[src/rtl/pcie_ptile_tx_fc_arb.sv]
// TX port arbiter for P-Tile: round-robin among posted, non-posted and completion
// sources, gated by flow-control credits captured from the TDM credit-limit stream.
module pcie_ptile_tx_fc_arb #(
  parameter int HDR_CW  = 12,
  parameter int DATA_CW = 16,
  parameter int DW_W    = 11
) (
  input  logic              clk,
  input  logic              rst,
  input  logic [15:0]       tx_cdts_limit,
  input  logic [2:0]        tx_cdts_limit_tdm_idx,
  input  logic [2:0]        req_valid,
  input  logic [3*DW_W-1:0] req_dw,
  output logic [2:0]        gnt,
  output logic              busy,
  input  logic              tx_done,
  output logic [2:0]        fc_ready
);

  typedef enum logic {IDLE, BUSY} state_t;

  state_t state, state_next;

  logic [HDR_CW-1:0]  hdr_limit  [3];
  logic [HDR_CW-1:0]  hdr_cons   [3];
  logic [DATA_CW-1:0] data_limit [3];
  logic [DATA_CW-1:0] data_cons  [3];
  logic [2:0]         hdr_lv;
  logic [2:0]         data_lv;
  logic [1:0]         last_ptr;

  logic [HDR_CW-1:0]  hdr_avail  [3];
  logic [DATA_CW-1:0] data_avail [3];
  logic [DATA_CW-1:0] need       [3];
  logic [2:0]         credit_ok;
  logic [2:0]         eligible;

  logic [1:0]         ord0, ord1, ord2;
  logic [1:0]         pick;
  logic               pick_valid;
  logic [2:0]         gnt_next;
  logic               take;

  // One data credit covers four dwords; partial groups round up.
  function automatic logic [DATA_CW-1:0] data_need(input logic [DW_W-1:0] dw);
    logic [DW_W:0] sum;
    sum = {1'b0, dw} + (DW_W+1)'(3);
    return DATA_CW'(sum >> 2);
  endfunction

  always_comb begin
    for (int t = 0; t < 3; t++) begin
      need[t]       = data_need(req_dw[t*DW_W +: DW_W]);
      hdr_avail[t]  = hdr_limit[t] - hdr_cons[t];
      data_avail[t] = data_limit[t] - data_cons[t];
      credit_ok[t]  = hdr_lv[t] & data_lv[t] & (hdr_avail[t] != '0) &
                      (data_avail[t] >= need[t]);
    end
    eligible = req_valid & credit_ok;
  end

  // Search order starts just after the most recently granted source.
  always_comb begin
    ord0 = 2'd0;
    ord1 = 2'd1;
    ord2 = 2'd2;
    case (last_ptr)
      2'd0:    begin ord0 = 2'd1; ord1 = 2'd2; ord2 = 2'd0; end
      2'd1:    begin ord0 = 2'd2; ord1 = 2'd0; ord2 = 2'd1; end
      default: begin ord0 = 2'd0; ord1 = 2'd1; ord2 = 2'd2; end
    endcase
    pick_valid = 1'b1;
    pick       = ord0;
    if (eligible[ord0])      pick = ord0;
    else if (eligible[ord1]) pick = ord1;
    else if (eligible[ord2]) pick = ord2;
    else                     pick_valid = 1'b0;
  end

  always_comb begin
    state_next = state;
    gnt_next   = 3'b000;
    take       = 1'b0;
    case (state)
      IDLE: begin
        if (pick_valid) begin
          state_next = BUSY;
          gnt_next   = 3'b001 << pick;
          take       = 1'b1;
        end
      end
      BUSY: begin
        if (tx_done) state_next = IDLE;
      end
      default: state_next = IDLE;
    endcase
  end

  always_ff @(posedge clk) begin
    if (rst) begin
      state    <= IDLE;
      gnt      <= 3'b000;
      last_ptr <= 2'd2;
      hdr_lv   <= 3'b000;
      data_lv  <= 3'b000;
      for (int t = 0; t < 3; t++) begin
        hdr_limit[t]  <= '0;
        hdr_cons[t]   <= '0;
        data_limit[t] <= '0;
        data_cons[t]  <= '0;
      end
    end else begin
      state <= state_next;
      gnt   <= gnt_next;
      if (take) last_ptr <= pick;
      for (int t = 0; t < 3; t++) begin
        if (take && (pick == 2'(t))) begin
          hdr_cons[t]  <= hdr_cons[t] + HDR_CW'(1);
          data_cons[t] <= data_cons[t] + need[t];
        end
        // Limit capture commits alongside consumption; the grant above used the old limit.
        if (tx_cdts_limit_tdm_idx == 3'(t)) begin
          hdr_limit[t] <= tx_cdts_limit[HDR_CW-1:0];
          hdr_lv[t]    <= 1'b1;
        end
        if (tx_cdts_limit_tdm_idx == 3'(t + 4)) begin
          data_limit[t] <= tx_cdts_limit[DATA_CW-1:0];
          data_lv[t]    <= 1'b1;
        end
      end
    end
  end

  assign busy     = (state == BUSY);
  assign fc_ready = hdr_lv & data_lv;

endmodule

[config.mk]
export PLATFORM = sky130hd
export DESIGN_NAME = pcie_ptile_tx_fc_arb
export DESIGN_NICKNAME = d
export VERILOG_FILES = /design/src/rtl/pcie_ptile_tx_fc_arb.sv
export SDC_FILE = /design/constraint.sdc
export NUM_CORES = 1
export LEC_CHECK = 0
export BUFFER_PORTS_ARGS = -buffer_cell sky130_fd_sc_hd__buf_2
export CAP_MARGIN = 25
export CORE_MARGIN = 3
export CORE_UTILIZATION = 25
export CTS_CLUSTER_DIAMETER = 150
export DETAILED_ROUTE_END_ITERATION = 10
export HOLD_SLACK_MARGIN = 0.08
export PLACE_DENSITY_LB_ADDON = 0.12
export SYNTH_ARGS = -nofsm -noshare
export SYNTH_HDL_FRONTEND = slang
export SYNTH_SLANG_ARGS = --single-unit
[constraint.sdc]
create_clock -name clk -period 7.15 [get_ports clk]
set_clock_uncertainty 0.2 [all_clocks]
set_input_delay 0.715 -clock clk [delete_from_list [all_inputs] [get_ports clk]]
set_output_delay 0.715 -clock clk [all_outputs]
set_load 0.01 [all_outputs]
# Word-level counts from Yosys, hierarchy flattened
# Memories as Yosys holds them, arrays and structs flattened.
# Cells that the tools add are included.
# Widths: inputs -> output; s select.
# classes
add_sub_neg,15
multipliers,0
n_div,0
n_lt_le_gt_ge,6
n_eq_ne,8
n_shift,1
mux,60
bitwise_logic,25
reduce_logical,10
# op_table
op,n
$mux 16,6
$mux 12,6
$add 16x10->16,3
$ge 16x10->1,3
$sub 16x16->16,3
$mux 1,38
$add 11x2->12 const B,3
$add 12x1->12 const B,3
$reduce_bool 12->1,3
$sub 12x12->12,3
$or 1x1->1,12
$pmux 2 s2,3
$and 1x1->1,9
$eq 3x3->1 const B,3
$lt 2x3->1 const B,3
$and 3x3->3,2
$bmux 1 s2,3
$mux 2,3
$eq 2x1->1 const B,2
$logic_not 2->1,2
$eq 3x1->1 const B,1
$eq 3x2->1 const B,1
$logic_and 1x1->1,3
$logic_not 3->1,1
other kinds (5),6
# totals
ff_bits,12
latch_bits,0
mem_bits_rw,168
mem_bits_ro,0
in_bits,58
output_inout_bits,7
memories,4
# memory_table
name,words,word_bits,read_ports,rd_ports_with_merged_regs,wr,line,text
data_cons,3,16,3,0,3,27,logic [DATA_CW-1:0] data_cons [3];
data_limit,3,16,3,0,3,26,logic [DATA_CW-1:0] data_limit [3];
hdr_cons,3,12,3,0,3,25,logic [HDR_CW-1:0] hdr_cons [3];
hdr_limit,3,12,3,0,3,24,logic [HDR_CW-1:0] hdr_limit [3];

# Logic depth before layout (Yosys ltp)
# Gate-level depths: netlist of the first run.
# An unclocked memory read counts as a cell.
# depth
ltp_word,18
depth_mapped,22
mapped_depth_nobuf,21

# Worst setup path before layout of the first run
# Ideal clock, no wire load.
# synth_path
kind,reg2reg
from,memory data_limit[2][0] (netlist: data_limit[0][32])
to,"memory data_cons[0][0], enable pin"
setup_ns,0.419
t_arrival_ns,4.934
required_time_ns,6.531
setup_slack_ns,1.597
stages_incl_launch_ff,22
path_buffers,0
synth_period_minus_slack_ns,5.553
cell_sequence,edfxtp_1 -> inv_1 -> ha_1 -> inv_1 -> fa_1 -> a211oi_1 -> o21bai_1 -> a21oi_1 -> o21bai_1 -> a21oi_1 -> xnor2_1 -> ha_1 -> a21o_1 -> a211oi_1 -> o211ai_1 -> a21oi_1 -> o2111ai_1 -> nor4_1 -> nor3_2 -> a21oi_1 -> o21ai_0 -> o21bai_1
# synth_rtl
item,line
from (decl),26
to (decl),27

==> qor.yml, run 1 <==
outcome:
  outcome: "finished, final reports clean"
logic_synthesis:
  synth_top_area_share_pct: 38.43
  synth_area_leaders: "edfxtp_1, ha_1, xnor2_1, inv_1, nor2_1"
  synth_common_cells: "edfxtp_1, inv_1, ha_1, nor2_1, xnor2_1"
  synth.distinct_cells: 69
  synth_most_common_cell: "edfxtp_1"
  syn_avg_cell_area_sq_um: 9.724
  async_reset_ff_share_pct: 0
  ys_warn_count: 0
  synthFlopType: "edfxtp_1"
  synth_seq_cells: 180
  yosysTopAreaCell: "edfxtp_1"
  synth_area_sq_um: 13130
  synth-edff-count: 168
  synth_nets: 1555
  synthCells: 1350
  seq_area_frac_synth_pct: 40.26
timing:
  rsz0062_at_grt: "false"
  period_share_pct: 81.66
  tns_ns: 0
  finalCriticalPeriod_ns: 5.838
  drv_slew: 0
  setup_violations: 0
  slew_headroom_pct: 37.00
  max_freq_ghz: 0.1713
  worstMarginPinSlew_ns: 0.9450
  finalHoldViolCount: 0
critical_path:
  reg2reg_slack_ns: 1.31
  startpoint_type: "flop"
  max_stage_delay_ns: 0.71
  path_class: "flop to flop"
  critPathMaxFanout: 28
  crit_top_cell: "a21oi_1"
  crit_chain: "inv_1 -> ha_1 -> inv_1 -> fa_1 -> a211oi_1 -> o21bai_1 -> a21oi_1 -> o21bai_1 -> a21oi_1 -> xnor2_1 -> ha_1 -> a21o_1 -> a211oi_1 -> o211ai_1 -> a21oi_1 -> o2111ai_1 -> nor4_1 -> nor3_2 -> and2_1 -> o22ai_1 -> a31o_2"
  crit_required_ns: 7.05
  critPathSlowestCell: "a31o_2"
  end_kind: "flop"
  cp_data_arrival_time_ns: 5.74
global_routing:
  grt_usage_pct: 12.93
  grt_pass1_vias: 9603
  antenna_found_initial: 1
  grt_max_degree: 57
  grt_busiest_layer: "met2"
  grtUsageMet3_pct: 2.366
  grtUsageMet2_pct: 20.35
  gr-usage-met1_pct: 17.87
  globalRouteOverflowTotal: 0
  grt_pass1_wl_um: 55140
clock_tree:
  cts_root_buffer: "clkbuf_16"
  clk_latency_ns: 0.49
  numClockSinks: 180
  numCtsBuffers: 17
  cts_hold_buffers: 0
  clkSlewWorstSetupHoldPaths_ns: 0.07
  post_cts_buffers: 0
  cts-resized-gates: 0
  htreeDepth: 4
  cts.path.max_buffers: 2
  cts_tree: "done"
floorplanning:
  die_area_sq_um: 55300
  ios: 65
  num_rows: 83
  initial_core_util_pct: 25.43
  die_x_um: 235.2
  core_area_sq_um: 51610
  die_h_um: 235.2
cells_and_area:
  insertedDiodeCount: 0
  drive_above_1_share_pct: 8.345
  fin_nets: 1618
  multi_input_comb_area_sq_um: 7126
  seqCellArea_sq_um: 5285
  nFillCells: 5385
  fin_area_sq_um: 14770
  area_growth_pct: 12.48
routing:
  antenna_left: 0
  wirelength_um: 35040
  drc_errors: 0
  vias: 9656
  drtIter0Drc: 557
  drtPass1Iterations: 5
  vias_per_cell: 4.585
  wire_per_inst_um: 16.64
job:
  maxCapViolCount: 0
power:
  p_per_area_nw_per_um2: 204.0
  cellLeakagePower_nw: 5.953
  ir_drop_uv: 165.8
place:
  placed_area_sq_um: 14160
  numPortBuffers: 64
  gp_congestion: 0.7855
  dp_hpwl_um: 26730
hold_path:
  hp-class: "input port to flop"
-- worst max-delay path, delay by kind of cell (launching register included) --
kind	cells	cell delay (ns)
compound gates	12	2.75
flops	1	0.37
fa+ha+maj	3	0.84
xor+xnor	1	0.15
buf+inv	2	0.12
simple gates	3	1.01
-- logic make-up (layout without fill, tap and decap cells) --
family,Yosys count,count (layout),share of synthesized area (%)
flops,180,180,40.26
buf+inv,170,246,5.490
fa+ha+maj,147,147,14.35
mux,8,8,0.6100
xor+xnor,131,131,8.740
compound gates,309,309,15.49
simple gates,405,405,15.06
-- sequential cells by signal (all words and copies together), names as in the netlist --
| signal | count |
|---|---|
| data_limit | 48 |
| data_cons | 48 |
| data_lv | 3 |
| gnt | 3 |
| last_ptr | 2 |
| hdr_limit | 36 |
| hdr_lv | 3 |
| busy | 1 |
| hdr_cons | 36 |
-- worst paths after layout --
| path | cells after the start | to | startpoint |
|---|---|---|---|
| max | 21 | data_cons[0][19]$_SDFFCE_PN0P_ | data_limit[0][32]$_DFFE_PP_ |
| min | 2 | busy$_SDFF_PP0_ | tx_done |
| max reg2reg | 21 | data_cons[0][19]$_SDFFCE_PN0P_ | data_limit[0][32]$_DFFE_PP_ |
| min reg2reg | 2 | hdr_lv[1]$_SDFFE_PP0N_ | hdr_lv[1]$_SDFFE_PP0N_ |
-- layer usage --
layer  wire (um)  share of wire, %
met1       17610                50
met2       15770                45
met3         936               2.7
met4         729               2.1
met5           0                 0
-- per-stage QoR --
| stage | hold slack [ns] | setup WS (ns) | util, % | power (W) | instances |
|---|---|---|---|---|---|
| floorplan | 0.2285 | 1.597 | - | 0.001832 | 1350 |
| global placement | 0.2421 | 1.340 | 27.43 | 0.002029 | 2074 |
| detailed placement | 0.2560 | 1.189 | 27.43 | 0.002025 | 2074 |
| CTS | 0.1690 | 1.164 | 28.61 | 0.003068 | 2106 |
| global route | 0.2093 | 0.6111 | 28.61 | 0.003210 | 2106 |
| finish | 0.2211 | 1.312 | 28.61 | 0.003013 | 2106 |
-- cell type report --
type	count	share of cell area [%]
clock buffer	18	2.907
clock inverter	14	1.195
inverter	146	3.712
multi-input combinational	1000	48.26
sequential	180	35.79
tap	680	5.762
timing repair buffer	68	2.373
-- power breakdown --
group / leakage [nW] / switching (W) / internal [W] / total, W
registers: 1.79 / 0.0000361 / 0.00122 / 0.00126
logic: 3.87 / 0.000425 / 0.000316 / 0.000741
clock network: 0.293 / 0.000462 / 0.000554 / 0.00102
-- layout by cell type, fill, tap and decap left out, types with 33 or more instances in the layout --
master / synthesis / routed
buf_2: 3 / 64
a21oi_1: 94 / 94
edfxtp_1: 168 / 168
o21ai_0: 51 / 51
nor3_1: 33 / 33
nand3_1: 40 / 40
nor2_1: 141 / 141
nand2_1: 56 / 56
inv_1: 146 / 146
xor2_1: 34 / 34
xnor2_1: 97 / 97
ha_1: 141 / 141
Power figures use the tool's default switching activity.
==> run 2: changes to the inputs <==
clock period = 4.9 ns   (was 7.15 ns; I/O delays follow)
==> run 2 against run 1 <==
Net effect:
- clock-buffer cell count unchanged
- worst hold slack worse by 0.026 ns
- sequential power up 45%
- highest routed layer unchanged
- power up 47%
- utilization up 1.6 points
- cell area up 5.5%
- first-iteration DRC count down 5.4%
- via count up 2.3%
- register-to-register slack worse by 1.2 ns
==> qor.yml, run 2 (synthesis results as in run 1) <==
clock_tree:
  cts_root_buffer: "clkbuf_16"
  numClockSinks: 180
  clk_latency_ns: 0.45
  cts.path.max_buffers: 2
  cts_tree: "done"
  numCtsBuffers: 17
  clkSlewWorstSetupHoldPaths_ns: 0.07
  htreeDepth: 4
hold_path:
  min_to: "data_lv[2]$_SDFFE_PP0N_"
  hp-class: "input port to flop"
  min_path_cells: 3
  hp-start: "tx_cdts_limit_tdm_idx[1]"
routing:
  vias_per_cell: 4.583
  drtIter0Drc: 527
  vias: 9877
  wire_per_inst_um: 17.64
  drc_errors: 0
  antenna_left: 0
  drtPass1Iterations: 5
  wirelength_um: 38010
critical_path:
  cp_data_arrival_time_ns: 4.78
  crit_required_ns: 4.90
  startpoint_type: "flop"
  critPathMaxFanout: 8
  r2r-start: "data_limit[0][0]$_DFFE_PP_"
  path_class: "flop to flop"
  end_kind: "flop"
  r2r_end: "data_cons[0][20]$_SDFFCE_PN0P_"
  reg2reg_slack_ns: 0.12
  ff2ff_path_depth: 22
  startpoint: "data_limit[0][0]$_DFFE_PP_"
global_routing:
  grt_max_degree: 45
  grt_pass1_wl_um: 56230
  grt_pass1_vias: 9710
  antenna_found_initial: 1
  globalRouteOverflowTotal: 0
  grt_usage_pct: 13.07
timing:
  worstMarginPinSlew_ns: 0.9638
  holdWs_ns: 0.1955
  finalHoldViolCount: 0
  setup_violations: 0
  max_freq_ghz: 0.2091
  drv_slew: 0
  finalCriticalPeriod_ns: 4.782
  slew_headroom_pct: 35.61
  rsz0062_at_grt: "true"
  period_share_pct: 97.60
floorplanning:
  die_h_um: 235.2
  ios: 65
  die_x_um: 235.2
  die_area_sq_um: 55300
  initial_core_util_pct: 25.43
  num_rows: 83
  core_area_sq_um: 51610
place:
  placed_cells: 2100
  gp_congestion: 0.7952
  dp_hpwl_um: 27780
  numPortBuffers: 64
cells_and_area:
  layout_commonest_cell: "edfxtp_1"
  fin_nets: 1665
  reg_top3: "data_cons: 48 flops, data_limit: 48 flops"
  final_cell_mix: "edfxtp_1, inv_1, ha_1"
  post-route-util_pct: 30.19
  final_cells: 2155
  area_growth_pct: 18.71
  drive_above_1_share_pct: 13.65
power:
  cellLeakagePower_nw: 6.322
  pwr-share-seq_pct: 41.5
  p_per_area_nw_per_um2: 283.4
  power_frac_comb_pct: 26.4
  internal_power_w: 0.003046
  ir_drop_uv: 210.8
  clkPwrFrac_pct: 32.1
  switching_share_pct: 31.04
  switchingPower_w: 0.001371
job:
  maxCapViolCount: 0
outcome:
  outcome: "finished, final reports clean"
==> run 2: area by class of cell <==
cell class                      instances  area (sq um)
Sequential cell                       180          5285
Fill cell                            5348         36030
Timing Repair Buffer                  115          1016
Tap cell                              680         850.8
Clock inverter                         14         153.9
Clock buffer                           18         429.2
Multi-Input combinational cell       1000          7296
Inverter                              146         548.0
Antenna cell                            2         5.005
==> run 2: through the flow <==
step	setup TNS [ns]	total power, W	area [sq um]	setup slack [ns]
2_1_floorplan	0	0.002674	13140	0.1149
3_3_place_gp	-1.068	0.003001	14450	-0.02636
3_5_place_dp	-19.77	0.002997	14450	-0.1779
4_1_cts	0	0.004442	15050	0.005588
5_1_grt	-19.83	0.004700	15580	-0.1730
6_report	0	0.004416	15580	0.1176
==> run 2: layer usage <==
metal / GRT usage (%) / vias up / share of wire, %
met1: 18.30 / 4627 / 50
met5: 0 / - / 0
met2: 21.08 / 133 / 46
met3: 2.191 / 18 / 3.4
met4: 3.024 / 0 / 1.1
li1: - / 5099 / -
==> run 2: worst max path at each step <==
stage,end,slack [ns],cells past startpoint
floorplan,data_cons[0][16]$_SDFFCE_PN0P_,0.11,21
global placement,data_cons[0][35]$_SDFFCE_PN0P_,-0.03,23
detailed placement,data_cons[0][6]$_SDFFCE_PN0P_,-0.18,23
CTS,data_cons[0][29]$_SDFFCE_PN0P_,0.006,21
global route,data_cons[0][24]$_SDFFCE_PN0P_,-0.17,24
finish,data_cons[0][20]$_SDFFCE_PN0P_,0.12,22
==> run 2: worst max-delay path, stage by stage, from the launching register on <==
cell       delay (ns)
edfxtp_1         0.36
inv_1            0.06
ha_1             0.16
inv_1            0.06
fa_2             0.35
a211oi_2         0.26
o21ai_1          0.11
and2_1           0.18
o21a_1           0.16
nor2_1           0.10
xnor2_1          0.08
ha_1             0.33
and4_1           0.22
nand2_1          0.08
nand3_1          0.07
a31oi_1          0.17
nand4_1          0.14
or4_4            0.52
a21o_4           0.25
o21ai_4          0.22
buf_12           0.21
clkbuf_16        0.18
nor2_1           0.05
==> run 2: power by group through the flow <==
| stage | logic (W) | clock network, W | registers, W |
|---|---|---|---|
| finish | 0.00117 | 0.00142 | 0.00183 |
| CTS | 0.00114 | 0.00146 | 0.00184 |
| floorplan | 0.000830 | 0 | 0.00184 |
| detailed placement | 0.00113 | 0 | 0.00187 |
| global route | 0.00133 | 0.00153 | 0.00184 |
| global placement | 0.00113 | 0 | 0.00187 |
==> run 2: what timing repair did <==
action,CTS,global route
gates resized for setup,3,54
gates cloned,0,15
setup buffers,0,5
hold buffers,1,0
endpoints found under the hold margin,1,0
endpoints found under the setup margin,169,172
pin swaps,2,17
